$ cat src/rtl/alarm_pkg.sv
// Shared types and constants for the alarm buzzer event decoder.
package alarm_pkg;

    localparam logic [1:0] CODE_ILLEGAL = 2'd0;
    localparam logic [1:0] CODE_B1      = 2'd1;
    localparam logic [1:0] CODE_B2      = 2'd2;
    localparam logic [1:0] CODE_B3      = 2'd3;

    localparam int         LEN_W   = 6;
    localparam logic [5:0] LEN_MAX = 6'd63;

    typedef enum logic {IDLE, MEAS} state_t;

    typedef struct packed {
        logic [1:0]       code;
        logic [LEN_W-1:0] len;
        logic             err;
    } evt_rec_t;

    localparam int REC_W = $bits(evt_rec_t);

    // Multi-hot (or empty) patterns map to the illegal code.
    function automatic logic [1:0] code_of(input logic [2:0] p);
        logic [1:0] c;
        case (p)
            3'b001:  c = CODE_B1;
            3'b010:  c = CODE_B2;
            3'b100:  c = CODE_B3;
            default: c = CODE_ILLEGAL;
        endcase
        return c;
    endfunction

endpackage

$ cat src/rtl/event_fifo.sv
// Event record queue; head reads as zero while empty.
module event_fifo #(
    parameter int DEPTH = 4,
    parameter int W     = 9
) (
    input  logic         clk,
    input  logic         rst,
    input  logic         push,
    input  logic         pop,
    input  logic [W-1:0] wdata,
    output logic         full,
    output logic         empty,
    output logic [W-1:0] head
);

    localparam int AW = $clog2(DEPTH);

    logic [W-1:0] mem [DEPTH];
    logic [AW:0]  wr_ptr, rd_ptr;
    logic         wr_en, rd_en;

    // A push on a full queue is only taken when the head leaves the same edge.
    assign wr_en = push && (!full || pop);
    assign rd_en = pop && !empty;

    assign empty = (wr_ptr == rd_ptr);
    assign full  = (wr_ptr[AW] != rd_ptr[AW]) && (wr_ptr[AW-1:0] == rd_ptr[AW-1:0]);
    assign head  = empty ? '0 : mem[rd_ptr[AW-1:0]];

    always_ff @(posedge clk or posedge rst) begin
        if (rst) begin
            wr_ptr <= '0;
            rd_ptr <= '0;
        end else begin
            if (wr_en) wr_ptr <= wr_ptr + 1'b1;
            if (rd_en) rd_ptr <= rd_ptr + 1'b1;
        end
    end

    always_ff @(posedge clk) begin
        if (wr_en) mem[wr_ptr[AW-1:0]] <= wdata;
    end

endmodule

$ cat src/rtl/alarm_event_decoder.sv
// Measures one-hot buzzer pulses, classifies them and queues one record per pulse.
module alarm_event_decoder
    import alarm_pkg::*;
#(
    parameter int NOM_LEN    = 31,
    parameter int LEN_TOL    = 1,
    parameter int FIFO_DEPTH = 4
) (
    input  logic       clk,
    input  logic       rst,
    input  logic       ena,
    input  logic [2:0] buzz_in,
    output logic       evt_valid,
    input  logic       evt_ready,
    output logic [1:0] evt_code,
    output logic [5:0] evt_len,
    output logic       evt_err,
    output logic       overflow,
    output logic       busy
);

    localparam logic [5:0] LEN_LO = 6'(NOM_LEN - LEN_TOL);
    localparam logic [5:0] LEN_HI = 6'(NOM_LEN + LEN_TOL);

    state_t     state, state_nx;
    logic [2:0] buzz_q, pat, pat_nx;
    logic [5:0] len, len_nx;
    logic       rec_push, interrupted;
    logic       fifo_push, fifo_pop, fifo_full, fifo_empty;
    logic [REC_W-1:0] head;
    evt_rec_t   rec, head_rec;

    always_ff @(posedge clk or posedge rst) begin
        if (rst) begin
            buzz_q   <= '0;
            state    <= IDLE;
            pat      <= '0;
            len      <= '0;
            overflow <= 1'b0;
        end else if (ena) begin
            buzz_q <= buzz_in;
            state  <= state_nx;
            pat    <= pat_nx;
            len    <= len_nx;
            if (fifo_push && fifo_full && !fifo_pop) overflow <= 1'b1;
        end
    end

    always_comb begin
        state_nx    = state;
        pat_nx      = pat;
        len_nx      = len;
        rec_push    = 1'b0;
        interrupted = 1'b0;
        case (state)
            IDLE: begin
                if (buzz_q != 3'b000) begin
                    pat_nx   = buzz_q;
                    len_nx   = 6'd1;
                    state_nx = MEAS;
                end
            end
            MEAS: begin
                if (buzz_q == 3'b000) begin
                    rec_push = 1'b1;
                    state_nx = IDLE;
                end else if (buzz_q == pat) begin
                    len_nx = (len == LEN_MAX) ? LEN_MAX : len + 6'd1;
                end else begin
                    // Pattern switched without a gap: close the old pulse as interrupted.
                    rec_push    = 1'b1;
                    interrupted = 1'b1;
                    pat_nx      = buzz_q;
                    len_nx      = 6'd1;
                end
            end
            default: state_nx = IDLE;
        endcase
    end

    always_comb begin
        rec.code = code_of(pat);
        rec.len  = len;
        rec.err  = (rec.code == CODE_ILLEGAL) || (len < LEN_LO) || (len > LEN_HI) || interrupted;
    end

    assign fifo_push = rec_push && ena;
    assign fifo_pop  = evt_valid && evt_ready;

    event_fifo #(.DEPTH(FIFO_DEPTH), .W(REC_W)) u_fifo (
        .clk   (clk),
        .rst   (rst),
        .push  (fifo_push),
        .pop   (fifo_pop),
        .wdata (rec),
        .full  (fifo_full),
        .empty (fifo_empty),
        .head  (head)
    );

    assign head_rec  = head;
    assign evt_valid = !fifo_empty && ena;
    assign evt_code  = head_rec.code;
    assign evt_len   = head_rec.len;
    assign evt_err   = head_rec.err;
    assign busy      = (state == MEAS);

endmodule

$ cat config.mk
export PLATFORM = sky130hd
export DESIGN_NAME = alarm_event_decoder
export DESIGN_NICKNAME = d
export VERILOG_FILES = /design/src/rtl/alarm_pkg.sv /design/src/rtl/event_fifo.sv /design/src/rtl/alarm_event_decoder.sv
export SDC_FILE = /design/constraint.sdc
export NUM_CORES = 1
export LEC_CHECK = 0
export ABC_AREA = 1
export CORE_MARGIN = 3
export CORE_UTILIZATION = 58
export DETAILED_ROUTE_END_ITERATION = 10
export PLACE_DENSITY = 0.91
export SLEW_MARGIN = 10
export SYNTH_ARGS = -nofsm -noshare
export SYNTH_HDL_FRONTEND = slang
export SYNTH_HIERARCHICAL = 1
export SYNTH_SLANG_ARGS = --single-unit
$ cat constraint.sdc
create_clock -name clk -period 2.69 [get_ports clk]
set_clock_uncertainty 0.1 [all_clocks]
set_input_delay 0.807 -clock clk [delete_from_list [all_inputs] [get_ports clk]]
set_output_delay 0.807 -clock clk [all_outputs]
set_load 0.005 [all_outputs]
==> flow_metrics.py, run 1 <==
metrics = {
    "outcome": {
        "status": "finished clean",
    },
    "synth": {
        "synth_area_per_cell_um2": 9.10,
        "yosys.area.top_type": "edfxtp_1",
        "ys_ff_latch": 56,
        "syn_inst": 306,
        "synth_area_leaders": "edfxtp_1 (39%), dfrtp_1 (18%), nand2_1 (9.4%)",
        "ys_top_cells_by_count": "nand2_1 (70), nor2_1 (45), inv_1 (40)",
        "yosysMostFrequentCell": "nand2_1",
        "yosysTopAreaCellShare_pct": 38.8,
        "synth_warnings": 6,
        "synth_area_um2": 2780,
        "ys_types": 27,
        "synthArstFlopShare_pct": 35.7,
        "synth-edff-count": 36,
        "dominantRegCellSynth": "edfxtp_1",
        "ys_seq_area_share_pct": 56.8,
        "syn-num-nets": 319,
    },
    "global_route": {
        "grt_usage_pct": 23.6,
        "first_global_vias": 2070,
        "grt_max_degree": 20,
        "grt_overflow": 0,
        "grt_pass1_wl_mm": 9.80,
        "antenna_found_initial": 0,
    },
    "clock_network": {
        "cts_buffer_depth": 2,
        "clk_latency_ns": 0.32,
        "path_clk_slew_ns": 0.10,
        "clock_sinks": 56,
        "cts_tree": "yes",
        "htree_levels": 2,
        "cts-root-buf": "clkbuf_8",
        "numCtsBuffers": 5,
        "postCtsHoldBufs": 0,
    },
    "worst_setup_path": {
        "regToRegSetupSlack_ns": 0.29,
        "path_buf_inv": 4,
        "max_stage_delay_ns": 0.49,
        "arrival_ns": 1.72,
        "crit_family": "buffers and inverters",
        "crit_required_ns": 1.78,
        "critPathKind": "reg2out",
        "r2r_cells": 14,
        "regToRegStartpoint": "u_fifo/rd_ptr[0]$_DFFE_PP0P_",
        "crit_path_top_delay_cell": "dfrtp_2",
        "worstSetupStartpointType": "flip-flop",
        "cp_max_fo": 5,
        "r2r_end": "u_fifo/mem[1][3]$_DFFE_PP_",
        "cp-end-kind": "primary output",
        "cp_cell_sequence": "buf_4 -> nand2_2 -> nand2_4 -> nand3_4 -> buf_6 -> inv_2 -> nor2_2 -> clkdlybuf4s15_1",
    },
    "hold_path": {
        "hp-start": "overflow$_DFFE_PP0P_",
        "holdPathStages": 2,
        "hp-class": "reg2reg",
        "min_delay_worst_endpoint": "overflow$_DFFE_PP0P_",
    },
    "layout": {
        "diodes": 0,
        "fin_nets": 366,
        "drive_gt1_share_pct": 18.4,
        "fin_cells": 406,
        "fill_cells": 294,
        "area_growth_pct": 22.2,
        "final_area_um2": 3400,
    },
    "die": {
        "die-area_um2": 5670,
        "die_h_um": 75.3,
        "ios": 19,
        "dieWidth_um": 75.3,
        "core_region_area_um2": 4500,
        "start_util_pct": 61.8,
        "fp-row-count": 24,
    },
    "routing": {
        "num_vias": 2233,
        "drt_iter0_drc": 266,
        "drc": 0,
        "avgViaCountPerCell": 5.50,
        "drt-total-wl_mm": 6.12,
        "drtAntennaViolNets": 0,
        "wl_per_cell_um": 15.1,
        "drt_pass1_iterations": 5,
    },
    "timing": {
        "setup_viol": 0,
        "period_share_pct": 97.6,
        "final-max-slew-violation-count": 0,
        "tns_ns": 0,
        "clock.fmax_mhz": 381,
        "fin_hold_ws_ns": 0.376,
        "max_slew.worst_pin.slew_ns": 0.534,
        "period_minus_slack_ns": 2.63,
        "relSlewSlack_pct": 64.3,
        "hold_violations": 0,
    },
    "power": {
        "p_per_area_nw_per_um2": 983,
        "p_leak_nw": 1.61,
        "peakVddDrop_v": 0.000494,
        "power.total_mw": 3.34,
    },
    "placed_design": {
        "port_buffers": 18,
        "hpwl_mm": 3.69,
        "placed_area_um2": 3070,
        "gp_congestion": 0.891,
        "placed_cells": 380,
    },
    "flow_run": {
        "max_cap_violations": 0,
    },
}
-- power by group --
group | total (mW) | switching (mW) | internal, mW | leakage [nW]
combinational | 1.68 | 0.881 | 0.802 | 1.00
clock | 0.481 | 0.289 | 0.192 | 0.0506
sequential | 1.18 | 0.117 | 1.06 | 0.554
total | 3.34 | 1.29 | 2.06 | 1.61
-- flip-flops by register name (all words and copies together) (netlist names) --
name / count
u_fifo/mem: 36
len: 6
buzz_q: 3
pat: 3
u_fifo/rd_ptr: 3
u_fifo/wr_ptr: 3
busy: 1
overflow: 1
-- per-stage QoR --
| step | util [%] | setup WS [ns] |
|---|---|---|
| detailed placement | 68.2 | -0.215 |
| global placement | 68.2 | -0.207 |
| finish | 75.5 | 0.0639 |
| CTS | 72.3 | -0.113 |
| floorplan | - | 0.251 |
| global route | 75.5 | -0.0214 |
-- tightest hold or removal path, stage by stage, from the launching register on --
cell and delay (ns):
dfrtp_1 0.35, inv_1 0.04, nand2_1 0.06
-- placed cells by master, fill, tap and decap left out, drive strengths merged --
master / n
nor2: 46
clkdlybuf4s15: 1
clkbuf: 5
xnor2: 2
nand2: 75
edfxtp: 36
o22ai: 1
clkinv: 1
buf: 29
nor3: 1
dfrtp: 20
xor2: 1
a21oi: 2
clkdlybuf4s50: 8
nand4: 4
dlygate4sd2: 1
ha: 6
nand3b: 1
inv: 46
dlymetal6s2s: 8
o21ai: 35
nand3: 25
-- layer usage --
layer  vias to the layer above  global-route usage [%]  routed length [um]
li1                       1088                       -                   -
met1                      1038                    29.0                2420
met2                        88                    40.5                3210
met3                        19                    5.07                 311
met4                         0                    9.13                 187
met5                         -                       0                   0
-- cell type report --
| type | instances | area (um2) | share of cell area [%] |
|---|---|---|---|
| sequential | 56 | 1590 | 46.6 |
| multi-input combinational | 199 | 1020 | 29.9 |
| tap | 52 | 65.1 | 1.91 |
| clock inverter | 3 | 26.3 | 0.772 |
| timing repair buffer | 47 | 473 | 13.9 |
| inverter | 44 | 165 | 4.85 |
| clock buffer | 5 | 68.8 | 2.02 |
-- worst max-delay path by stage --
stage                                 startpoint                         end  slack [ns]  depth (start not counted)
floorplan           u_fifo/rd_ptr[0]$_DFFE_PP0P_  u_fifo/mem[0][0]$_DFFE_PP_        0.25                         13
global route        u_fifo/rd_ptr[0]$_DFFE_PP0P_                  evt_len[0]       -0.02                          7
finish              u_fifo/rd_ptr[0]$_DFFE_PP0P_                   evt_valid        0.06                          8
detailed placement                           ena                   evt_valid       -0.22                          4
global placement                             ena                   evt_valid       -0.21                          4
CTS                 u_fifo/rd_ptr[1]$_DFFE_PP0P_                  evt_len[1]       -0.11                          7
-- cells by family after synthesis --
kind of cell / count (synthesis) / synth area share [%]
adders and majority gates: 6 / 2.70
xor gates and xnor gates: 3 / 1.48
buffers and inverters: 52 / 8.04
AOI/OAI and AO/OA: 38 / 6.88
DFF: 56 / 56.8
and+or+nand+nor: 151 / 24.1
-- repair_timing --
action,CTS,global route
pin swaps,0,6
gates resized for setup,12,25
buffers inserted,6,11
cloned,1,1
setup endpoints to repair,10,10
No activity file was read; power rests on OpenSTA's default activity.
==> run 2, diff against run 1 <==
--- a/config.mk
+++ b/config.mk
@@ -8,6 +8,7 @@
 export ABC_AREA = 1
 export CORE_MARGIN = 3
 export CORE_UTILIZATION = 58
+export CTS_CLUSTER_DIAMETER = 60
 export DETAILED_ROUTE_END_ITERATION = 10
 export PLACE_DENSITY = 0.91
 export SLEW_MARGIN = 10
==> results of run 2 <==
No change in the layout: final DEF, timing and power equal those of run 1.
